===== src/rtl/module_codificador_hamming.sv =====
// Hamming(7,4) encoder and LSB-first serial transmitter.
// Accepts a 4-bit word on a valid/ready handshake. It builds the codeword
// {d4,d3,d2,p4,d1,p2,p1}, can flip one selected bit for corrector testing,
// and shifts the word out holding each bit for BIT_CYCLES clock cycles.
// Ports:
//   clk, rst_n      : clock (rising edge) and asynchronous active-low reset
//   datos_in        : data word, datos_in[0]=d1 .. datos_in[3]=d4
//   datos_valid     : datos_in valid
//   datos_ready     : encoder idle and able to accept a word
//   inyectar_error  : enables single-bit error injection (sampled on accept)
//   pos_error       : position 1..7 of the bit to flip, 0 = no flip
//   codigo          : latched transmitted codeword (codigo[0] = position 1)
//   serial_out      : current serial bit
//   serial_valid    : serial_out carries a codeword bit
//   serial_last     : serial_out carries position 7
//   busy            : transmission in progress
//   palabras_cnt    : number of accepted words (wraps)
module module_codificador_hamming #(
  parameter int unsigned BIT_CYCLES = 1,
  parameter int unsigned CNT_W      = 8
) (
  input  logic             clk,
  input  logic             rst_n,
  input  logic [3:0]       datos_in,
  input  logic             datos_valid,
  output logic             datos_ready,
  input  logic             inyectar_error,
  input  logic [2:0]       pos_error,
  output logic [6:0]       codigo,
  output logic             serial_out,
  output logic             serial_valid,
  output logic             serial_last,
  output logic             busy,
  output logic [CNT_W-1:0] palabras_cnt
);

  localparam int unsigned CW_W     = 7;
  localparam int unsigned IDX_W    = 3;
  localparam int unsigned CYC_W    = (BIT_CYCLES > 1) ? $clog2(BIT_CYCLES) : 1;
  localparam int unsigned LAST_IDX = CW_W - 1;

  typedef enum logic [0:0] {IDLE, SHIFT} state_e;

  state_e              state_q, state_d;
  logic [CW_W-1:0]     codigo_q, codigo_d;
  logic [IDX_W-1:0]    bit_idx_q, bit_idx_d;
  logic [CYC_W-1:0]    cyc_cnt_q, cyc_cnt_d;
  logic [CNT_W-1:0]    palabras_cnt_q, palabras_cnt_d;
  logic                datos_ready_q, datos_ready_d;
  logic                serial_out_q, serial_out_d;
  logic                serial_valid_q, serial_valid_d;
  logic                serial_last_q, serial_last_d;
  logic                busy_q, busy_d;

  logic                p1, p2, p4;
  logic [CW_W-1:0]     enc;
  logic [CW_W-1:0]     shifted;

  // Encoder with optional single-bit flip, evaluated from the live inputs.
  always_comb begin
    p1  = datos_in[0] ^ datos_in[1] ^ datos_in[3];
    p2  = datos_in[0] ^ datos_in[2] ^ datos_in[3];
    p4  = datos_in[1] ^ datos_in[2] ^ datos_in[3];
    enc = {datos_in[3], datos_in[2], datos_in[1], p4, datos_in[0], p2, p1};
    if (inyectar_error) begin
      for (int i = 0; i < CW_W; i++) begin
        if (pos_error == 3'(i + 1)) enc[i] = ~enc[i];
      end
    end
  end

  // Next-state logic; output flops are loaded from the next state so the
  // first bit appears in the cycle right after the accept edge.
  always_comb begin
    state_d        = state_q;
    codigo_d       = codigo_q;
    bit_idx_d      = bit_idx_q;
    cyc_cnt_d      = cyc_cnt_q;
    palabras_cnt_d = palabras_cnt_q;

    case (state_q)
      IDLE: begin
        if (datos_valid) begin
          state_d        = SHIFT;
          codigo_d       = enc;
          bit_idx_d      = '0;
          cyc_cnt_d      = '0;
          palabras_cnt_d = palabras_cnt_q + CNT_W'(1);
        end
      end
      SHIFT: begin
        if (cyc_cnt_q == CYC_W'(BIT_CYCLES - 1)) begin
          cyc_cnt_d = '0;
          if (bit_idx_q == IDX_W'(LAST_IDX)) begin
            state_d = IDLE;
          end else begin
            bit_idx_d = bit_idx_q + IDX_W'(1);
          end
        end else begin
          cyc_cnt_d = cyc_cnt_q + CYC_W'(1);
        end
      end
      default: state_d = IDLE;
    endcase

    shifted        = codigo_d >> bit_idx_d;
    serial_valid_d = (state_d == SHIFT);
    busy_d         = (state_d == SHIFT);
    datos_ready_d  = (state_d == IDLE);
    serial_out_d   = (state_d == SHIFT) & shifted[0];
    serial_last_d  = (state_d == SHIFT) && (bit_idx_d == IDX_W'(LAST_IDX));
  end

  // State and output registers.
  always_ff @(posedge clk or negedge rst_n) begin
    if (!rst_n) begin
      state_q        <= IDLE;
      codigo_q       <= '0;
      bit_idx_q      <= '0;
      cyc_cnt_q      <= '0;
      palabras_cnt_q <= '0;
      datos_ready_q  <= 1'b1;
      serial_out_q   <= 1'b0;
      serial_valid_q <= 1'b0;
      serial_last_q  <= 1'b0;
      busy_q         <= 1'b0;
    end else begin
      state_q        <= state_d;
      codigo_q       <= codigo_d;
      bit_idx_q      <= bit_idx_d;
      cyc_cnt_q      <= cyc_cnt_d;
      palabras_cnt_q <= palabras_cnt_d;
      datos_ready_q  <= datos_ready_d;
      serial_out_q   <= serial_out_d;
      serial_valid_q <= serial_valid_d;
      serial_last_q  <= serial_last_d;
      busy_q         <= busy_d;
    end
  end

  assign datos_ready  = datos_ready_q;
  assign codigo       = codigo_q;
  assign serial_out   = serial_out_q;
  assign serial_valid = serial_valid_q;
  assign serial_last  = serial_last_q;
  assign busy         = busy_q;
  assign palabras_cnt = palabras_cnt_q;

endmodule


===== config.mk =====
export PLATFORM = sky130hd
export DESIGN_NAME = module_codificador_hamming
export DESIGN_NICKNAME = d
export VERILOG_FILES = /design/src/rtl/module_codificador_hamming.sv
export SDC_FILE = /design/constraint.sdc
export NUM_CORES = 1
export LEC_CHECK = 0
export ABC_AREA = 1
export CAP_MARGIN = 40
export CORE_ASPECT_RATIO = 0.7
export CORE_MARGIN = 2
export CORE_UTILIZATION = 45
export CTS_BUF_LIST = sky130_fd_sc_hd__clkbuf_2 sky130_fd_sc_hd__clkbuf_4 sky130_fd_sc_hd__clkbuf_8
export CTS_CLUSTER_DIAMETER = 120
export CTS_CLUSTER_SIZE = 25
export DETAILED_ROUTE_END_ITERATION = 7
export HOLD_SLACK_MARGIN = 0.1
export PLACE_DENSITY = 0.8
export SYNTH_ARGS = -nofsm -noshare
export SYNTH_HDL_FRONTEND = slang
export SYNTH_SLANG_ARGS = --single-unit

===== constraint.sdc =====
create_clock -name clk -period 1.7 [get_ports clk]
set_input_delay 0.255 -clock clk [delete_from_list [all_inputs] [get_ports clk]]
set_output_delay 0.255 -clock clk [all_outputs]
set_load 0.005 [all_outputs]

==> results summary <==
The switching power total came out at 0.001105 W. The count of antenna-violating nets left after detailed routing came out at 0. Power spread over the standard cell area amounts to 1688 nW/um2. The share of synthesized cell area in and, or, nand and nor gates came out at 0.3046. The transition time at the pin with the least slew margin came out at 0.3080 ns. The total overflow left after global routing is 0. The power share of the sequential group is 0.303. The average instance in the mapped netlist occupies 7.701 um2. The clock insertion delay at the later pin of the skew report is 0.26 ns. The initial cell density of the core came out at 0.4683.

The combinational fraction of design power is 0.538. Of the synthesized area, sequential elements account for 0.4265. After technology mapping, the gate count stands at 168. The worst setup path is launched from a flop. The max-cap violation count is 0.

In this run the critical register-to-register path is launched from bit_idx_q[0]. Timing would allow up to 0.6431 GHz. The proportion of power drawn by the clock network is 0.159. The initialized floorplan defines 16 standard-cell rows. The peak supply drop is 0.0007333 V. The total nets after synthesis came out at 182. The level count of the clock H-tree is 1.

The leakage power figure came out at 0.9226 nW. The horizontal extent of the die is 68.09 um. Summed over all nets, the half-perimeter wirelength after detailed placement is 2076 um. Traced cell by cell, the critical path runs through inv_2, ha_1, nand2_1, nand2_2, nand2_4, o21ai_4, nor2_1, nand3b_1, nand2_1, inv_1, nand2_1, nand2_1, a21oi_2. For the final database, setup skew stands at 0.001108 ns. Of the total synthesized cell area, the portion taken by full adders, half adders and majority gates is 0.02901. Fill cells in the final layout number 234.

The flow ran to the end, and the final reports show no timing, DRC or antenna violations. The growth of design area from synthesis to finish is 38.68%. The hold violation count in the final report is 0. The post-cts hold buffer count is 0. In the layout the commonest cells are 52 x sky130_fd_sc_hd__nand2_1, 30 x sky130_fd_sc_hd__clkdlybuf4s50_1, 24 x sky130_fd_sc_hd__inv_1, 21 x sky130_fd_sc_hd__dfrtp_1, 15 x sky130_fd_sc_hd__nor2_1. The slowest stage of the critical path is the sky130_fd_sc_hd__dfrtp_1 cell.

Using the TritonRoute via totals, the vias-per-cell ratio works out to 4.665. The vertical extent of the die is 48.86 um. The first-pass GRT wire length came out at 4602 um. The area of the mapped netlist is 1294 um2.

Data on the critical path arrives at its endpoint at 1.72 ns. The switching part of the total came out at 0.3648. The DRC violation total after the first TritonRoute iteration is 80. The final route contains 1,157 vias.

The all-layer global routing usage is 0.1813. The cell internal power dissipation is 0.001924 W. The most common cell after layout, fill and taps aside is sky130_fd_sc_hd__nand2_1. OpenSTA, run right after detailed placement, puts the worst setup slack at -0.04777 ns. The highest fanout seen on the critical path came out at 6. The congestion estimate from routability-driven global placement came to 0.9091.

In the final design database the tool counted 227 nets. The die covers 3327 um2. The tree built by TritonCTS fans out to 22 sinks. The final routed wirelength across all metal layers came out at 2713 um. The shortest clock period the worst path allows after layout is 1.555 ns. Entering global routing, the biggest net connects 23 pins.

The detailed-router iteration count before antenna repair is 4. During placement, the flow inserted port buffers numbering 30. The number of library cell types mapped by synthesis came out at 25.

The required time of the worst setup path is 1.86 ns. The final routed DRC violation total came out at 0. The critical path is of the flop to flop type.

The number of antenna diodes in the final layout is 0. The worst setup path is captured at a flop. The detailed-route wire length per cell came out at 10.94 um. 31 I/O pins were placed. Yosys printed 0 warnings. The number of antenna violations at the first check in global routing came out at 0. Setup violations remaining at the end of the flow were counted as 0. After synthesis, the largest family of logic cells by area is simple AND/OR/NAND/NOR gates.

The register bit total from synthesis is 22. For this run, the slowest stage of the critical path takes 0.40 ns. The tree is rooted in a sky130_fd_sc_hd__clkbuf_8. Once layout is done, the placed cells without fillers occupy 1794 um2. The most critical setup path has its startpoint at bit_idx_q[0]. Summing all placed instances gives a cell area of 1708 um2. The class of the tightest hold or removal check is input pin to async pin.

The final number of max-transition violations is 0. TritonCTS built the clock tree. The number of CTS-inserted buffers is 3. Of the total synthesized cell area, the portion taken by XOR and XNOR cells is 0.06770. By instance count, the cell type seen most on the critical path is sky130_fd_sc_hd__nand2_1.

Of the post-synthesis cell area, the part taken by muxes is 0. The final setup slack of the worst path came out at 0.1451 ns. The number of global-route vias before repair came out at 1,054. The core area came out at 2763 um2. The fraction of layout instances using a drive strength above 1 came out at 0.1368. The maximum root-to-sink buffer count came out at 2.

The clock-pin slew of the registers on the worst-case setup and hold paths is 0.08 ns. The relative max-transition margin came out at 0.7947. Of the available clock period, the critical path in the final layout requires 0.9147. The compound-gate portion of the synthesized area is 0.06867.
==> what timing repair did <==
item / CTS / global route
setup endpoints to repair: 0 / 1
buffers inserted: 0 / 2
resized for setup: 0 / 1
==> stage by stage <==
step / total power [W] / instances / hold WS [ns] / util / TNS (ns)
after floorplan: 0.001787 / 168 / -0.04059 / - / 0
after global routing: 0.003289 / 248 / 0.3325 / 0.6495 / -0.009563
after global placement: 0.002478 / 242 / 0.4655 / 0.6182 / -0.03016
after CTS: 0.002993 / 246 / 0.3340 / 0.6440 / 0
final: 0.003029 / 248 / 0.3316 / 0.6495 / 0
after detailed placement: 0.002494 / 242 / 0.4639 / 0.6182 / -0.04777
==> routing by layer <==
metal	vias to the layer above	wire [um]	GRT usage
met5	-	0	0
met4	0	38	0.05000
met3	5	132	0.04157
met2	22	1139	0.2670
met1	528	1402	0.2660
li1	602	-	-
==> synth_stat cells (all sizes together) <==
library cell,count,area [um2]
xnor2,3,26.28
buf,3,26.27
xor2,7,61.31
nand3b,4,30.03
nor4,1,6.260
nand4,1,6.260
nand2,56,230.2
nor2,15,56.30
dfrtp,21,525.5
ha,3,37.54
inv,28,107.6
a21oi,8,55.06
nor3,2,10.01
nand3,11,55.05
o21a,1,7.510
dfstp,1,26.28
o21ai,3,26.28
==> sequential cells by signal (all words and copies together), names as in the netlist <==
register / flops
serial_out: 1
busy: 1
codigo: 7
datos_ready: 1
palabras_cnt: 8
serial_last: 1
bit_idx_q: 3
==> kinds of logic after synthesis <==
| logic type | after synthesis |
|---|---|
| XOR/XNOR | 10 |
| flip-flops | 22 |
| adder cells (fa/ha/maj) | 3 |
| buffers and inverters | 31 |
| AO/OA/AOI/OAI | 12 |
| AND/OR/NAND/NOR | 90 |
==> area by class of cell <==
| class | count | area [um2] | area share |
|---|---|---|---|
| multi-input cells | 115 | 608.1 | 0.3389 |
| well taps | 36 | 45.04 | 0.02510 |
| repair buffers | 43 | 410.4 | 0.2287 |
| clock buffers | 3 | 41.29 | 0.02301 |
| clock inverters | 1 | 30.03 | 0.01674 |
| inverters | 28 | 107.6 | 0.05997 |
| flip-flops and latches | 22 | 551.8 | 0.3075 |
==> power by group through the flow <==
stage,clock network [W],logic (W),registers [W]
after floorplan,0,0.000864,0.000923
after global placement,0,0.00155,0.000924
after detailed placement,0,0.00157,0.000927
after CTS,0.000490,0.00159,0.000918
after global routing,0.000514,0.00183,0.000946
final,0.000482,0.00163,0.000917
==> worst paths after layout <==
| path | end | slack (ns) | cells past startpoint |
|---|---|---|---|
| setup reg to reg | serial_out | 0.15 | 13 |
| hold / removal | busy | 0.33 | 2 |
| max in group asynchronous | datos_ready | 1.15 | 2 |
| hold reg to reg | palabras_cnt[7] | 0.48 | 1 |
| min in group clk | palabras_cnt[7] | 0.48 | 1 |
| setup / recovery | serial_out | 0.15 | 13 |
==> critical path, delay by kind of cell, from the launching register on <==
| family | cells | cell delay, ns |
|---|---|---|
| and+or+nand+nor | 8 | 0.54 |
| DFF | 1 | 0.40 |
| AOI/OAI and AO/OA | 2 | 0.27 |
| adders and majority gates | 1 | 0.13 |
| buffers and inverters | 2 | 0.12 |
Note: power is estimated with default switching activity, not from simulation.
